`src/rtl/morse_encoder.sv`:
```
// Debounces a Morse key, classifies presses as dot/dash, packs up to 5 symbols per letter into a 10-bit word.
// Latency: 2 sync + DEBOUNCE_CYCLES to a debounced edge; word_valid holds until word_ready accepts it.
module morse_encoder #(
  parameter int TICK_CYCLES      = 5_000_000,
  parameter int DASH_TICKS       = 3,
  parameter int LETTER_GAP_TICKS = 7,
  parameter int DEBOUNCE_CYCLES  = 250_000
) (
  input  logic       clock,
  input  logic       resetn,
  input  logic       key_n,
  input  logic       commit_n,
  input  logic       word_ready,
  output logic       word_valid,
  output logic [9:0] word,
  output logic [2:0] symbol_count,
  output logic       symbol_pulse,
  output logic       busy
);

  localparam int TW  = (TICK_CYCLES > 1) ? $clog2(TICK_CYCLES) : 1;
  localparam int DW  = (DEBOUNCE_CYCLES > 1) ? $clog2(DEBOUNCE_CYCLES) : 1;
  localparam int DRW = $clog2(DASH_TICKS + 1);
  localparam int GW  = $clog2(LETTER_GAP_TICKS + 1);

  localparam logic [TW-1:0]  TICK_MAX = TW'(TICK_CYCLES - 1);
  localparam logic [DW-1:0]  DB_MAX   = DW'(DEBOUNCE_CYCLES - 1);
  localparam logic [DRW-1:0] DUR_MAX  = DRW'(DASH_TICKS);
  localparam logic [GW-1:0]  GAP_MAX  = GW'(LETTER_GAP_TICKS);

  typedef enum logic [1:0] {S_IDLE, S_PRESS, S_GAP, S_HOLD} state_t;

  // bit 0 = key, bit 1 = commit; all levels idle high
  logic [1:0]    sync1, sync2, db, db_q;
  logic [DW-1:0] db_cnt [2];

  always_ff @(posedge clock or negedge resetn) begin
    if (!resetn) begin
      sync1 <= '1;
      sync2 <= '1;
      db    <= '1;
      db_q  <= '1;
      for (int i = 0; i < 2; i++) db_cnt[i] <= '0;
    end else begin
      sync1 <= {commit_n, key_n};
      sync2 <= sync1;
      db_q  <= db;
      for (int i = 0; i < 2; i++) begin
        if (sync2[i] == db[i]) begin
          db_cnt[i] <= '0;
        end else if (db_cnt[i] == DB_MAX) begin
          db[i]     <= sync2[i];
          db_cnt[i] <= '0;
        end else begin
          db_cnt[i] <= db_cnt[i] + 1'b1;
        end
      end
    end
  end

  logic key_press, key_up, commit_edge;
  assign key_press   = db_q[0] & ~db[0];
  assign key_up      = db[0];
  assign commit_edge = db_q[1] & ~db[1];

  logic [TW-1:0] tick_cnt;
  logic          tick;
  assign tick = (tick_cnt == TICK_MAX);

  always_ff @(posedge clock or negedge resetn) begin
    if (!resetn)   tick_cnt <= '0;
    else if (tick) tick_cnt <= '0;
    else           tick_cnt <= tick_cnt + 1'b1;
  end

  state_t         state, state_nx;
  logic [DRW-1:0] dur;
  logic [GW-1:0]  gap;
  logic [2:0]     count;
  logic [9:0]     shreg, shreg_app;
  logic [1:0]     sym;

  always_ff @(posedge clock or negedge resetn) begin
    if (!resetn) state <= S_IDLE;
    else         state <= state_nx;
  end

  // Timeout and commit beat a same-cycle press; presses never act outside IDLE/GAP.
  always_comb begin
    state_nx = state;
    case (state)
      S_IDLE:  if (key_press) state_nx = S_PRESS;
      S_PRESS: if (key_up) state_nx = (count == 3'd4) ? S_HOLD : S_GAP;
      S_GAP: begin
        if (gap == GAP_MAX || commit_edge) state_nx = S_HOLD;
        else if (key_press)                state_nx = S_PRESS;
      end
      S_HOLD:  if (word_ready) state_nx = S_IDLE;
      default: state_nx = S_IDLE;
    endcase
  end

  always_comb begin
    sym       = (dur >= DUR_MAX) ? 2'b11 : 2'b01;
    shreg_app = shreg;
    for (int i = 0; i < 5; i++) begin
      if (count == 3'(i)) shreg_app[9-2*i -: 2] = sym;
    end
  end

  always_ff @(posedge clock or negedge resetn) begin
    if (!resetn) begin
      dur          <= '0;
      gap          <= '0;
      count        <= '0;
      shreg        <= '0;
      symbol_pulse <= 1'b0;
    end else begin
      symbol_pulse <= 1'b0;
      case (state)
        S_IDLE: if (key_press) dur <= '0;
        S_PRESS: begin
          // a release wins over a same-cycle tick, so dur is classified as-is
          if (key_up) begin
            shreg        <= shreg_app;
            count        <= count + 1'b1;
            symbol_pulse <= 1'b1;
            gap          <= '0;
          end else if (tick && dur != DUR_MAX) begin
            dur <= dur + 1'b1;
          end
        end
        S_GAP: begin
          if (state_nx == S_PRESS)             dur <= '0;
          else if (tick && gap != GAP_MAX)     gap <= gap + 1'b1;
        end
        S_HOLD: begin
          if (word_ready) begin
            shreg <= '0;
            count <= '0;
            dur   <= '0;
            gap   <= '0;
          end
        end
        default: ;
      endcase
    end
  end

  always_comb begin
    word_valid   = (state == S_HOLD);
    word         = (state == S_HOLD) ? shreg : 10'd0;
    symbol_count = (state == S_HOLD) ? count : 3'd0;
    busy         = (state != S_IDLE);
  end

endmodule

```
`config.mk`:
```
export PLATFORM = sky130hd
export DESIGN_NAME = morse_encoder
export DESIGN_NICKNAME = d
export VERILOG_FILES = /design/src/rtl/morse_encoder.sv
export SDC_FILE = /design/constraint.sdc
export NUM_CORES = 1
export LEC_CHECK = 0
export BUFFER_PORTS_ARGS = -buffer_cell sky130_fd_sc_hd__buf_4
export CAP_MARGIN = 20
export CORE_MARGIN = 2
export CORE_UTILIZATION = 60
export DETAILED_ROUTE_END_ITERATION = 12
export GPL_TIMING_DRIVEN = 0
export PLACE_DENSITY = 0.78
export SLEW_MARGIN = 5
export SYNTH_ARGS = -nofsm -noshare
export SYNTH_HDL_FRONTEND = slang
export SYNTH_SLANG_ARGS = --single-unit
```
`constraint.sdc`:
```
create_clock -name clock -period 2.66 [get_ports clock]
set_input_delay 0.266 -clock clock [delete_from_list [all_inputs] [get_ports clock]]
set_output_delay 0.266 -clock clock [all_outputs]
set_load 0.05 [all_outputs]
```
==> flow_summary.yaml, run 1 <==
status:
  status: "finished, final reports clean"
setup_path:
  crit_chain: "clkbuf_1 -> clkbuf_1 -> clkbuf_1 -> and3_1 -> buf_4"
  crit_required_ns: 2.39
  critPathKind: "flip-flop to output pin"
  slowest_delay_ns: 0.34
  crit_family: "buffers and inverters"
  crit_slowest_cell: "clkbuf_1"
  cp_max_fo: 10
  cp.arrival_ns: 2.05
  cpMostUsedCell: "clkbuf_1"
  cp.buffers_inverters: 4
  end_kind: "output pin"
  startpoint_type: "flip-flop"
grt:
  grt_use_met2_pct: 35.5
  grt_pass1_wl_mm: 14.2
  antenna_found_initial: 0
  grt_pass1_vias: 3130
  grt_most_used_layer: "met2"
  use_met1_pct: 27.6
  grt_overflow: 0
  use_met3_pct: 6.12
  grt.total_usage_pct: 21.3
  grt_max_degree: 89
floorplanning:
  die_area_um2: 8100
  dieWidth_um: 90.0
  top_level_ports: 21
  rows: 31
  die_h_um: 90.0
  core_um2: 7210
  initial_core_util_pct: 61.5
placed_design:
  gp_congestion: 0.820
  dpl_cell_area_um2: 4710
  numPortBuffers: 20
  dp_hpwl_mm: 5.51
  post-place-ws_ns: 0.623
timing:
  layout_setup_ws_ns: 0.339
  max_freq_mhz: 431
  rsz0062_at_grt: "no"
  slew_headroom_pct: 51.9
  period_needed_ns: 2.32
  worstMarginPinSlew_ns: 0.713
  finalSetupViolCount: 0
  finalCritPeriodShare_pct: 87.2
  clock_skew_ns: 0.0108
  setup_tns_ns: 0
  finalHoldViolCount: 0
  hold_slack_ns: 0.228
  final-max-slew-violation-count: 0
power_and_ir_drop:
  vdd_drop_max_uv: 402
  power.leakage_nw: 2.19
  powerDensity_nw_per_um2: 503
synth:
  yosysUniqueCellTypes: 54
  synth.yosys.seq_area_share_pct: 49.9
  synth.avg_cell_area_um2: 10.3
  ys_ff_latch: 88
  yosys_warnings: 0
  synthesis.area_um2: 4440
  yosys.area.top_type_share_pct: 45.1
  ys.flop_type: "dfrtp_1"
  synth_edf_count: 0
  syn_inst: 430
  yosys-top-cells-area: "dfrtp_1, xnor2_1, dfstp_2"
  syn_nets: 446
  synthArstFlopShare_pct: 100
  yosysTopAreaCell: "dfrtp_1"
routing:
  drcViolationCount: 0
  wirelength_mm: 8.16
  initialDrtViolationCount: 149
  via_per_inst: 5.70
  vias: 3243
  drt-wirelength-per-cell_um: 14.3
  dr.pass1.iters: 4
  postRouteAntennaNets: 0
final_layout:
  syn_to_final_growth_pct: 12.8
  final_common_cell: "dfrtp_1"
  layout_common_cells: "dfrtp_1, nor2_1, nand2_1"
  nFillCells: 582
  n_antenna_cell: 0
  drive_gt1_share_pct: 14.5
  final_area_um2: 5000
  post-route-util_pct: 69.3
  nets: 481
clocking:
  post_cts_resized: 0
  numCtsBuffers: 9
  cts-root-buf: "clkbuf_8"
  post-cts-setup-buffers: 0
  clockBufferDepth: 2
  path_clk_slew_ns: 0.08
  insertion_delay_ns: 0.36
  clock-sinks: 88
  h-tree-depth: 3
  cts_tree: "built"
worst_hold_path:
  holdCritPathClass: "input pin to flip-flop"
job:
  drv_cap: 0
## tightest hold or removal path: stages
cell and delay [ns]:
buf_4 0.09, nand2_1 0.06, nand2_1 0.07, a21oi_1 0.06
## through the flow
step	power, W	instances
CTS	0.00254	567
global route	0.00261	569
detailed placement	0.00145	549
global placement	0.00144	549
finish	0.00251	569
floorplan	0.00141	430
## power by group
group	switching (W)	leakage, nW	internal, W
registers	0.00000938	1.14	0.00135
logic	0.0000441	0.930	0.0000235
clock network	0.000466	0.116	0.000621
## cells by family after synthesis
| kind of cell | Yosys count | synth area share, % |
|---|---|---|
| XOR/XNOR | 44 | 8.69 |
| flip-flops | 88 | 49.9 |
| AND/OR/NAND/NOR | 205 | 25.4 |
| multiplexers | 12 | 2.91 |
| AO/OA/AOI/OAI | 47 | 7.67 |
| buffers and inverters | 23 | 2.34 |
| adder cells (fa/ha/maj) | 11 | 3.10 |
## final cells by class
cell class / count / area [um2] / share of cell area [%]
Multi-Input combinational cell: 319 / 2120 / 42.4
Sequential cell: 88 / 2210 / 44.2
Clock inverter: 6 / 108 / 2.15
Timing Repair Buffer: 24 / 208 / 4.15
Buffer: 10 / 55.1 / 1.10
Inverter: 13 / 48.8 / 0.975
Tap cell: 99 / 124 / 2.48
Clock buffer: 10 / 128 / 2.55
## synth_stat cells, drive strengths merged, types with 2 or more instances
library cell and count:
xnor2 26, nor2 48, and4 3, nand2 32
inv 13, nor3 9, o31ai 4, xor2 18
ha 11, dfrtp 80, o211ai 2, nand2b 2
o21ai 14, nand3b 3, and2 3, o21a 2
or3 5, or4 7, or2 4, and3 19
nand4 17, a31oi 3, mux2i 5, mux2 7
a21oi 10, o22ai 2, a22o 3, nor2b 8
o41ai 3, nand3 26, buf 4, nor4 14
dfstp 8, clkbuf 6
## metal layers
layer / wire [um] / vias to the layer above
met5: 0 / -
met4: 85 / 0
met3: 283 / 7
met2: 3980 / 58
met1: 3810 / 1572
li1: - / 1606
## path summary, 6_finish.rpt
path,cells past startpoint,slack [ns],from,to
worst max-delay path,5,0.34,state[0],symbol_count[0]
worst min-delay path,4,0.23,word_ready,state[1]
worst max register to register,5,0.58,db_cnt[18],db_cnt[32]
worst min register to register,0,0.36,sync1[1],sync2[1]
max in group asynchronous,3,1.65,resetn,sync1[1]
min in group asynchronous,2,0.34,resetn,db_cnt[27]
## sequential cells by signal, summed over array words and instances, names as in the netlist
name	flops
sync1	2
gap	3
count	3
sync2	2
db_cnt	36
shreg	10
state	2
db	2
tick_cnt	23
db_q	2
dur	2
symbol_pulse	1
## what timing repair did
action	4_1_cts	5_1_grt
hold endpoints to repair	2	19
hold buffers	2	1
setup endpoints to repair	0	0
No activity file was read; power rests on OpenSTA's default activity.
==> run 2: changes to the inputs <==
- CTS_BUF_LIST: not set -> sky130_fd_sc_hd__clkbuf_8
==> flow_summary.yaml, run 2 (synthesis results as in run 1) <==
floorplanning:
  initial_core_util_pct: 61.5
  top_level_ports: 21
  die_h_um: 90.0
  dieWidth_um: 90.0
  rows: 31
  die_area_um2: 8100
  core_um2: 7210
setup_path:
  slowest_delay_ns: 0.34
  cp.buffers_inverters: 4
  reg2reg_slack_ns: 0.58
  crit_chain: "clkbuf_1 -> clkbuf_1 -> clkbuf_1 -> and3_1 -> buf_4"
  r2r_end: "db_cnt[32]"
  path_depth: 5
  cp_max_fo: 10
  cp.arrival_ns: 2.05
  crit_family: "buffers and inverters"
  critPathKind: "flip-flop to output pin"
  crit_end: "symbol_count[0]"
  crit_required_ns: 2.39
  ff2ff_path_depth: 5
  reg2reg_from: "db_cnt[18]"
  startpoint_type: "flip-flop"
  cpMostUsedCell: "clkbuf_1"
  timing.critical_path.from: "state[0]"
  end_kind: "output pin"
  crit_slowest_cell: "clkbuf_1"
clocking:
  path_clk_slew_ns: 0.08
  h-tree-depth: 3
  cts-root-buf: "clkbuf_8"
  insertion_delay_ns: 0.36
  cts_tree: "built"
  clockBufferDepth: 2
  numCtsBuffers: 9
  clock-sinks: 88
final_layout:
  nFillCells: 582
  layout_common_cells: "dfrtp_1, nor2_1, nand2_1"
  n_antenna_cell: 0
  nets: 481
  final_area_um2: 5000
  final_common_cell: "dfrtp_1"
  regArea_um2: 2210
  syn_to_final_growth_pct: 12.8
  regMostFlops: "db_cnt"
  multi_input_area_um2: 2120
  largestRegisters: "db_cnt (36), tick_cnt (23), shreg (10)"
  largest_reg_flops: 36
  drive_gt1_share_pct: 14.5
timing:
  finalSetupViolCount: 0
  finalCritPeriodShare_pct: 87.2
  final-max-slew-violation-count: 0
  slew_headroom_pct: 51.9
  rsz0062_at_grt: "no"
  clock_skew_ns: 0.0116
  max_freq_mhz: 431
  period_needed_ns: 2.32
  hold_slack_ns: 0.229
  worstMarginPinSlew_ns: 0.713
  finalHoldViolCount: 0
  setup_tns_ns: 0
power_and_ir_drop:
  swShare_pct: 20.7
  p_switching_w: 0.000520
  vdd_drop_max_uv: 402
  clockPowerShare_pct: 43.2
  p_total_w: 0.00251
  powerDensity_nw_per_um2: 502
  power.leakage_nw: 2.19
  p_seq_share_pct: 54.1
  p_int_w: 0.00199
  comb_power_share_pct: 2.7
grt:
  antenna_found_initial: 0
  grt_pass1_vias: 3125
  grt_overflow: 0
  grt.total_usage_pct: 21.3
  grt_pass1_wl_mm: 14.2
  grt_max_degree: 89
routing:
  drt-wirelength-per-cell_um: 14.4
  vias: 3243
  drcViolationCount: 0
  dr.pass1.iters: 4
  via_per_inst: 5.70
  initialDrtViolationCount: 162
  wirelength_mm: 8.18
  postRouteAntennaNets: 0
worst_hold_path:
  holdCritPathClass: "input pin to flip-flop"
status:
  status: "finished, final reports clean"
placed_design:
  dp_hpwl_mm: 5.51
  dpl_cell_area_um2: 4710
  numPortBuffers: 20
  gp_congestion: 0.820
job:
  drv_cap: 0
## run 2: cell count changes in the layout (fill, tap and decap cells not counted), sizes merged
cell    before  now
inv         13   14
clkbuf      16   15
## run 2: how the worst min path moves through the flow
stage / slack, ns / from / cells past startpoint / end
after floorplan: -0.03 / resetn / 0 / count[0]
after global placement: 0.35 / sync1[1] / 0 / sync2[1]
after detailed placement: 0.35 / sync1[1] / 0 / sync2[1]
after CTS: 0.14 / resetn / 1 / db_cnt[19]
after global routing: 0.28 / word_ready / 4 / state[1]
final: 0.23 / word_ready / 4 / state[1]
## run 2: area by class of cell
cell class | instances | share of cell area (%)
clock buffers | 9 | 2.48
flip-flops and latches | 88 | 44.2
clock inverters | 7 | 2.23
multi-input cells | 319 | 42.4
well taps | 99 | 2.48
plain buffers | 10 | 1.10
repair buffers | 24 | 4.15
inverters | 13 | 0.975
## run 2: power groups by stage
stage	combinational [W]	clock [W]	sequential (W)
finish	0.0000677	0.00108	0.00136
global route	0.0000797	0.00117	0.00136
CTS	0.0000640	0.00111	0.00136
detailed placement	0.0000615	0	0.00139
global placement	0.0000597	0	0.00138
floorplan	0.0000244	0	0.00138
## run 2: timing repair
action,CTS,global route
hold buffers,2,1
setup buffers,0,0
hold endpoints to repair,2,19
setup endpoints to repair,0,0
gates resized for setup,0,0
## run 2: through the flow
| stage | cells | utilization [%] | setup slack, ns |
|---|---|---|---|
| 6_report | 569 | 69.3 | 0.341 |
| 5_1_grt | 569 | 69.3 | 0.170 |
| 4_1_cts | 567 | 68.8 | 0.329 |
| 3_5_place_dp | 549 | 65.3 | 0.623 |
| 3_3_place_gp | 549 | 65.3 | 0.656 |
| 2_1_floorplan | 430 | - | 0.820 |
## run 2: metal layers
layer	global-route usage, %	vias to the layer above	share of wire [%]
met5	0	-	0
met4	5.64	0	1.0
met3	6.12	7	3.1
met2	35.4	55	49
met1	27.8	1574	47
li1	-	1607	-
## run 2: worst min-delay path: cells and delay by family
family / cells / cell delay [ns]
AOI/OAI and AO/OA: 1 / 0.06
buffers and inverters: 1 / 0.09
and+or+nand+nor: 2 / 0.13
